### config.mk
export PLATFORM = sky130hd
export DESIGN_NAME = prim_alert_hs_monitor
export DESIGN_NICKNAME = d
export VERILOG_FILES = /design/src/rtl/prim_alert_hs_monitor_pkg.sv /design/src/rtl/prim_alert_hs_chan.sv /design/src/rtl/prim_alert_hs_monitor.sv
export SDC_FILE = /design/constraint.sdc
export NUM_CORES = 1
export LEC_CHECK = 0
export ABC_AREA = 1
export ABC_CLOCK_PERIOD_IN_PS = 1400
export BUFFER_PORTS_ARGS = -buffer_cell sky130_fd_sc_hd__buf_2
export CORE_MARGIN = 2
export CORE_UTILIZATION = 53
export CTS_CLUSTER_DIAMETER = 50
export DETAILED_ROUTE_END_ITERATION = 7
export GPL_ROUTABILITY_DRIVEN = 0
export PLACE_DENSITY_LB_ADDON = 0.12
export SKIP_CTS_REPAIR_TIMING = 1
export SYNTH_ARGS = -nofsm -noshare
export SYNTH_HDL_FRONTEND = slang
export SYNTH_SLANG_ARGS = --single-unit
export TNS_END_PERCENT = 10
### constraint.sdc
create_clock -name clk_i -period 1.4 [get_ports clk_i]
set_input_delay 0.21 -clock clk_i [delete_from_list [all_inputs] [get_ports clk_i]]
set_output_delay 0.21 -clock clk_i [all_outputs]
set_load 0.02 [all_outputs]
### src/rtl/prim_alert_hs_monitor_pkg.sv
// Shared types and constants for the alert/ack handshake monitor.
package prim_alert_hs_monitor_pkg;

  typedef enum logic [2:0] {
    HsIdle    = 3'b000,
    HsAlertHi = 3'b001,
    HsAckHi   = 3'b010,
    HsAlertLo = 3'b011,
    HsErr     = 3'b100
  } hs_state_e;

  localparam int unsigned NumErrBits   = 3;
  localparam int unsigned ErrSigintIdx = 0;
  localparam int unsigned ErrTimingIdx = 1;
  localparam int unsigned ErrProtoIdx  = 2;

  // Clean cycles (both levels low, both pairs differential) needed to leave Err.
  localparam int unsigned ErrExitCycles = 2;

endpackage

### src/rtl/prim_alert_hs_chan.sv
// One monitored channel: differential decode, 4-phase handshake FSM,
// inter-edge timing counter and sticky error flags.
module prim_alert_hs_chan
  import prim_alert_hs_monitor_pkg::*;
#(
  parameter int unsigned MinHsCycles = 3,
  parameter int unsigned MaxHsCycles = 5,
  parameter int unsigned SkewCycles  = 1
) (
  input  logic                  clk_i,
  input  logic                  rst_ni,
  input  logic                  en_i,
  input  logic                  clr_i,
  input  logic                  alert_p_i,
  input  logic                  alert_n_i,
  input  logic                  ack_p_i,
  input  logic                  ack_n_i,
  output logic                  hs_done_o,
  output logic [NumErrBits-1:0] err_o,
  output logic                  busy_o
);

  localparam int unsigned CntW  = $clog2(MaxHsCycles + 2);
  localparam int unsigned SkewW = $clog2(SkewCycles + 2);

  localparam logic [CntW-1:0]  CntMin   = CntW'(MinHsCycles);
  localparam logic [CntW-1:0]  CntMax   = CntW'(MaxHsCycles);
  localparam logic [CntW-1:0]  CntSat   = CntW'(MaxHsCycles + 1);
  localparam logic [SkewW-1:0] SkewLim  = SkewW'(SkewCycles);
  localparam logic [SkewW-1:0] SkewSat  = SkewW'(SkewCycles + 1);
  localparam logic [1:0]       CleanSat = 2'(ErrExitCycles);

  hs_state_e             state_q, state_d, adv_state;
  logic                  alert_lvl_q, alert_lvl_d;
  logic                  ack_lvl_q, ack_lvl_d;
  logic [SkewW-1:0]      alert_skew_q, alert_skew_d;
  logic [SkewW-1:0]      ack_skew_q, ack_skew_d;
  logic [CntW-1:0]       cnt_q, cnt_d;
  logic [1:0]            clean_q, clean_d;
  logic                  hs_done_q, hs_done_d;
  logic [NumErrBits-1:0] err_q, err_d, err_set;

  logic alert_diff, ack_diff;
  logic alert_edge, ack_edge, any_edge;
  logic alert_rise, alert_fall, ack_rise, ack_fall;
  logic exp_edge, sigint, timing, proto, clean;

  assign alert_diff = alert_p_i ^ alert_n_i;
  assign ack_diff   = ack_p_i ^ ack_n_i;

  // p==n holds the last good level; the skew counter tracks how long.
  always_comb begin
    alert_lvl_d  = alert_diff ? alert_p_i : alert_lvl_q;
    ack_lvl_d    = ack_diff ? ack_p_i : ack_lvl_q;
    alert_skew_d = '0;
    ack_skew_d   = '0;
    if (en_i && !alert_diff) begin
      alert_skew_d = (alert_skew_q == SkewSat) ? SkewSat : alert_skew_q + SkewW'(1);
    end
    if (en_i && !ack_diff) begin
      ack_skew_d = (ack_skew_q == SkewSat) ? SkewSat : ack_skew_q + SkewW'(1);
    end
  end

  assign alert_edge = alert_lvl_d ^ alert_lvl_q;
  assign ack_edge   = ack_lvl_d ^ ack_lvl_q;
  assign any_edge   = alert_edge | ack_edge;
  assign alert_rise = alert_edge & alert_lvl_d;
  assign alert_fall = alert_edge & ~alert_lvl_d;
  assign ack_rise   = ack_edge & ack_lvl_d;
  assign ack_fall   = ack_edge & ~ack_lvl_d;
  assign sigint     = en_i & ((alert_skew_d > SkewLim) | (ack_skew_d > SkewLim));
  assign clean      = alert_diff & ack_diff & ~alert_lvl_d & ~ack_lvl_d;

  // The single edge each phase waits for; a simultaneous second edge disqualifies it.
  always_comb begin
    exp_edge  = 1'b0;
    adv_state = state_q;
    unique case (state_q)
      HsIdle: begin
        exp_edge  = alert_rise & ~ack_edge;
        adv_state = HsAlertHi;
      end
      HsAlertHi: begin
        exp_edge  = ack_rise & ~alert_edge;
        adv_state = HsAckHi;
      end
      HsAckHi: begin
        exp_edge  = alert_fall & ~ack_edge;
        adv_state = HsAlertLo;
      end
      HsAlertLo: begin
        exp_edge  = ack_fall & ~alert_edge;
        adv_state = HsIdle;
      end
      default: begin
        exp_edge  = 1'b0;
        adv_state = state_q;
      end
    endcase
  end

  always_comb begin
    state_d   = state_q;
    hs_done_d = 1'b0;
    timing    = 1'b0;
    proto     = 1'b0;
    clean_d   = '0;
    cnt_d     = any_edge ? CntW'(1) :
                (cnt_q == CntSat) ? CntSat : cnt_q + CntW'(1);

    if (state_q == HsErr) begin
      if (clean) begin
        clean_d = (clean_q == CleanSat) ? CleanSat : clean_q + 2'd1;
      end
      if (clean_d == CleanSat) begin
        state_d = HsIdle;
      end
    end else if (exp_edge) begin
      if (state_q != HsIdle && (cnt_q < CntMin || cnt_q > CntMax)) begin
        timing = 1'b1;
      end else begin
        state_d   = adv_state;
        hs_done_d = (state_q == HsAlertLo);
      end
    end else if (any_edge) begin
      proto = 1'b1;
    end else if (state_q != HsIdle && cnt_q == CntSat) begin
      timing = 1'b1;
    end

    if (sigint || timing || proto) begin
      state_d   = HsErr;
      hs_done_d = 1'b0;
      clean_d   = '0;
    end

    // Disabled: silent abort, nothing new is flagged.
    if (!en_i) begin
      state_d   = HsIdle;
      cnt_d     = '0;
      clean_d   = '0;
      hs_done_d = 1'b0;
      timing    = 1'b0;
      proto     = 1'b0;
    end
  end

  always_comb begin
    err_set               = '0;
    err_set[ErrSigintIdx] = sigint;
    err_set[ErrTimingIdx] = timing;
    err_set[ErrProtoIdx]  = proto;
    err_d = err_set | (err_q & ~{NumErrBits{clr_i}});
  end

  always_ff @(posedge clk_i) begin
    if (!rst_ni) begin
      state_q      <= HsIdle;
      alert_lvl_q  <= 1'b0;
      ack_lvl_q    <= 1'b0;
      alert_skew_q <= '0;
      ack_skew_q   <= '0;
      cnt_q        <= '0;
      clean_q      <= '0;
      hs_done_q    <= 1'b0;
      err_q        <= '0;
    end else begin
      state_q      <= state_d;
      alert_lvl_q  <= alert_lvl_d;
      ack_lvl_q    <= ack_lvl_d;
      alert_skew_q <= alert_skew_d;
      ack_skew_q   <= ack_skew_d;
      cnt_q        <= cnt_d;
      clean_q      <= clean_d;
      hs_done_q    <= hs_done_d;
      err_q        <= err_d;
    end
  end

  assign hs_done_o = hs_done_q;
  assign err_o     = err_q;
  assign busy_o    = (state_q != HsIdle);

endmodule

### src/rtl/prim_alert_hs_monitor.sv
// Observe-only runtime checker for NumAlerts alert/ack differential channels.
module prim_alert_hs_monitor
  import prim_alert_hs_monitor_pkg::*;
#(
  parameter int unsigned NumAlerts   = 4,
  parameter int unsigned MinHsCycles = 3,
  parameter int unsigned MaxHsCycles = 5,
  parameter int unsigned SkewCycles  = 1
) (
  input  logic                 clk_i,
  input  logic                 rst_ni,
  input  logic [NumAlerts-1:0] en_i,
  input  logic                 clr_i,
  input  logic [NumAlerts-1:0] alert_p_i,
  input  logic [NumAlerts-1:0] alert_n_i,
  input  logic [NumAlerts-1:0] ack_p_i,
  input  logic [NumAlerts-1:0] ack_n_i,
  output logic [NumAlerts-1:0] hs_done_o,
  output logic [NumAlerts-1:0] sigint_err_o,
  output logic [NumAlerts-1:0] timing_err_o,
  output logic [NumAlerts-1:0] proto_err_o,
  output logic [NumAlerts-1:0] busy_o
);

  logic [NumErrBits-1:0] chan_err [NumAlerts];

  for (genvar i = 0; i < NumAlerts; i++) begin : g_chan
    prim_alert_hs_chan #(
      .MinHsCycles(MinHsCycles),
      .MaxHsCycles(MaxHsCycles),
      .SkewCycles (SkewCycles)
    ) u_chan (
      .clk_i    (clk_i),
      .rst_ni   (rst_ni),
      .en_i     (en_i[i]),
      .clr_i    (clr_i),
      .alert_p_i(alert_p_i[i]),
      .alert_n_i(alert_n_i[i]),
      .ack_p_i  (ack_p_i[i]),
      .ack_n_i  (ack_n_i[i]),
      .hs_done_o(hs_done_o[i]),
      .err_o    (chan_err[i]),
      .busy_o   (busy_o[i])
    );

    assign sigint_err_o[i] = chan_err[i][ErrSigintIdx];
    assign timing_err_o[i] = chan_err[i][ErrTimingIdx];
    assign proto_err_o[i]  = chan_err[i][ErrProtoIdx];
  end

endmodule

==> results.py <==
metrics = {
    "power": {
        "leakage_nw": 2.60,
        "p_total_w": 0.00460,
        "power_density_mw_per_mm2": 888,
        "max-vdd-ir-drop_mv": 0.457,
    },
    "timing": {
        "final_max_slew_viol_count": 0,
        "rsz0062_at_grt": "yes",
        "max_freq_mhz": 655,
        "layout_setup_ws_ns": -0.127,
        "tightest_slew_ns": 0.277,
        "max_slew_margin": 0.814,
        "hold_violations": 0,
        "fin_skew_ns": 0.0104,
        "layout_min_cycle_time_ns": 1.53,
        "setup-violations-final": 27,
        "finalCritPeriodShare": 1.09,
    },
    "floorplan": {
        "die_w_um": 90.9,
        "die-area_mm2": 0.00826,
        "die_h_um": 90.9,
        "ios": 43,
        "rows": 31,
        "core_area_mm2": 0.00729,
        "start_util": 0.548,
    },
    "routing": {
        "drcViolationCount": 0,
        "wl_per_cell_um": 11.2,
        "vias": 3909,
        "vias_per_cell": 4.84,
        "wl_mm": 9.05,
        "dr.pass1.iters": 4,
        "drt_iter0_drc": 97,
        "antenna_left": 0,
    },
    "finish": {
        "drive_gt1_frac": 0.323,
        "diodes": 0,
        "syn_to_final_growth_pct": 29.7,
        "nets": 749,
    },
    "flow_run": {
        "drv_cap": 0,
    },
    "placed_design": {
        "dp_hpwl_mm": 6.50,
        "place_ws_ns": -0.157,
        "numPortBuffers": 42,
    },
    "clocking": {
        "clock_latency_ns": 0.35,
        "clk_path_buf_depth": 2,
        "cts.clk_slew.worst_paths_ns": 0.08,
        "cts_root_buffer": "clkbuf_8",
        "clock-sinks": 72,
        "cts_buffers": 9,
        "h-tree-depth": 3,
        "cts_tree": "built",
    },
    "setup_path": {
        "crit_type": "flip-flop to flip-flop",
        "worstPathMaxFanout": 3,
        "cp_data_arrival_time_ns": 1.76,
        "crit_buf_inv": 2,
        "crit_chain": "inv_2 -> ha_4 -> nand3_2 -> or3b_4 -> nand2_2 -> nand2_2 -> nand2_1 -> nand2_1 -> inv_1 -> nor2_1",
        "r2r-end": "g_chan[1].u_chan.state_q[1]",
        "path_delay_family": "simple AND/OR/NAND/NOR gates",
        "worstReg2RegStart": "g_chan[1].u_chan.clean_q[0]",
        "r2r_cells": 10,
        "cp-start-kind": "flip-flop",
        "critPathRequiredTime_ns": 1.64,
        "max_stage_delay_ns": 0.39,
        "slowest_stage": "or3b_4",
        "reg2reg_setup_slack_ns": -0.13,
        "end_kind": "flip-flop",
    },
    "hold_path": {
        "hold_start": "en_i[2]",
        "hold_depth": 3,
        "hold_class": "input port to flip-flop",
        "min_to": "g_chan[2].u_chan.alert_skew_q[0]",
    },
    "grt": {
        "antenna_found_initial": 0,
        "gr-total-overflow": 0,
        "grt_max_degree": 25,
        "grt_pass1_vias": 3605,
        "grt_usage": 0.214,
        "grt_pass1_wl_mm": 14.7,
    },
    "status": {
        "violations": "setup timing",
        "outcome": "finished, violations left",
    },
    "logic_synthesis": {
        "syn_area_mm2": 0.00400,
        "syn-mean-instance-area_um2": 6.74,
        "seq_area_frac_synth": 0.360,
        "synth-seq-cells": 72,
        "ys_warn_count": 0,
        "ys_types": 33,
        "synth_cells": 593,
        "syn-num-nets": 639,
    },
}
[final cells by class]
type / count / area (um^2)
clock buffer: 14 / 173
sequential: 72 / 1470
clock inverter: 2 / 12.5
multi-input combinational: 387 / 2220
inverter: 122 / 460
tap: 99 / 124
timing repair buffer: 111 / 731
fill: 608 / 2110
[worst reg2reg max path, delay by kind of cell, from the launching register on]
family / cells / cell delay, ns
flops: 1 / 0.33
buf+inv: 2 / 0.08
simple gates: 7 / 0.74
fa+ha+maj: 1 / 0.25
[report_power, final]
group / internal [W] / switching (W)
Sequential: 0.00211 / 0.0000451
Combinational: 0.000364 / 0.000528
Clock: 0.000789 / 0.000765
Total: 0.00327 / 0.00134
[Yosys cell counts]
cell	n	area share
and3_1	1	0.0016
a21oi_1	17	0.021
nand2_4	1	0.0028
a31oi_1	1	0.0016
o21ai_2	3	0.0066
or2_2	5	0.0078
inv_2	8	0.0075
nor3_1	1	0.0013
inv_1	114	0.11
o21ai_1	7	0.0088
nand4_1	20	0.031
nor2_2	6	0.0094
nand3_1	37	0.046
clkbuf_2	1	0.0013
nand4_2	1	0.0031
dfxtp_1	72	0.36
nand2_2	16	0.025
or3_1	1	0.0016
a21oi_4	1	0.0041
nand3b_1	2	0.0038
o22ai_1	6	0.0094
nand2_1	121	0.11
or2_0	1	0.0016
o21ai_0	15	0.019
ha_1	23	0.072
a21oi_2	1	0.0022
nand3_2	8	0.020
or3b_1	1	0.0022
nor2_1	88	0.083
clkbuf_1	3	0.0028
nor2_4	2	0.0056
buf_4	8	0.015
o31ai_1	1	0.0019
[cells in the final DEF, fill, tap and decap left out, types with 3 or more instances in the layout]
cell type and count:
o21ai_2 6, dfxtp_1 58, nand3_2 10, inv_1 107, a21oi_1 17, clkbuf_8 12
nand2_1 113, buf_4 70, dfxtp_2 10, nor2_2 12, nand2_4 3, nor2_4 5
ha_1 22, o22ai_1 6, nand3_1 32, nand2_2 22, inv_2 14, dfxtp_4 4
or2_2 5, buf_2 41, nor2_1 79, o21ai_1 6, nand4_1 20, o21ai_0 11
nand3_4 3
[routing by layer]
metal,track usage,vias up,part of all wire
met5,0,-,0
met4,0.0745,0,0.014
met3,0.0451,13,0.037
met2,0.362,62,0.49
met1,0.270,1775,0.46
li1,-,2059,-
[per-stage QoR]
step | setup TNS, ns | instances | util | instance area [um^2] | hold slack (ns)
6_report | -2.26 | 807 | 0.711 | 5180 | 0.143
5_1_grt | -5.56 | 807 | 0.711 | 5180 | 0.134
4_1_cts | -2.48 | 802 | 0.675 | 4920 | 0.136
3_5_place_dp | -2.62 | 786 | 0.650 | 4740 | 0.463
3_3_place_gp | -1.48 | 786 | 0.650 | 4740 | 0.458
2_1_floorplan | -0.0499 | 593 | - | 4000 | 0.353
[cell families (layout without fill, tap and decap cells)]
family,count (synthesis),after routing,share of synthesized area
compound gates,52,52,0.0745
fa+ha+maj,23,23,0.0720
buf+inv,134,249,0.134
flops,72,72,0.360
simple gates,312,312,0.360
[worst max-delay path by stage]
stage                     cells after the start  slack (ns)                           to                   startpoint
after CTS                                     9       -0.16  g_chan[2].u_chan.state_q[1]    g_chan[2].u_chan.cnt_q[0]
after detailed placement                      9       -0.16  g_chan[2].u_chan.state_q[1]    g_chan[2].u_chan.cnt_q[0]
after global placement                       12       -0.11   g_chan[0].u_chan.hs_done_o                   ack_p_i[0]
after global routing                         10       -0.27  g_chan[0].u_chan.state_q[1]  g_chan[0].u_chan.state_q[0]
final                                        10       -0.13  g_chan[1].u_chan.state_q[1]  g_chan[1].u_chan.clean_q[0]
after floorplan                              10       -0.03  g_chan[1].u_chan.state_q[1]  g_chan[1].u_chan.clean_q[0]
[flip-flops by register name (all words and copies together) (netlist names)]
register / flops
g_chan.u_chan.err_o: 12
g_chan.u_chan.clean_q: 8
g_chan.u_chan.state_q: 12
g_chan.u_chan.cnt_q: 12
g_chan.u_chan.hs_done_o: 4
g_chan.u_chan.ack_skew_q: 8
g_chan.u_chan.ack_lvl_q: 4
g_chan.u_chan.alert_lvl_q: 4
g_chan.u_chan.alert_skew_q: 8
Power figures use the tool's default switching activity.
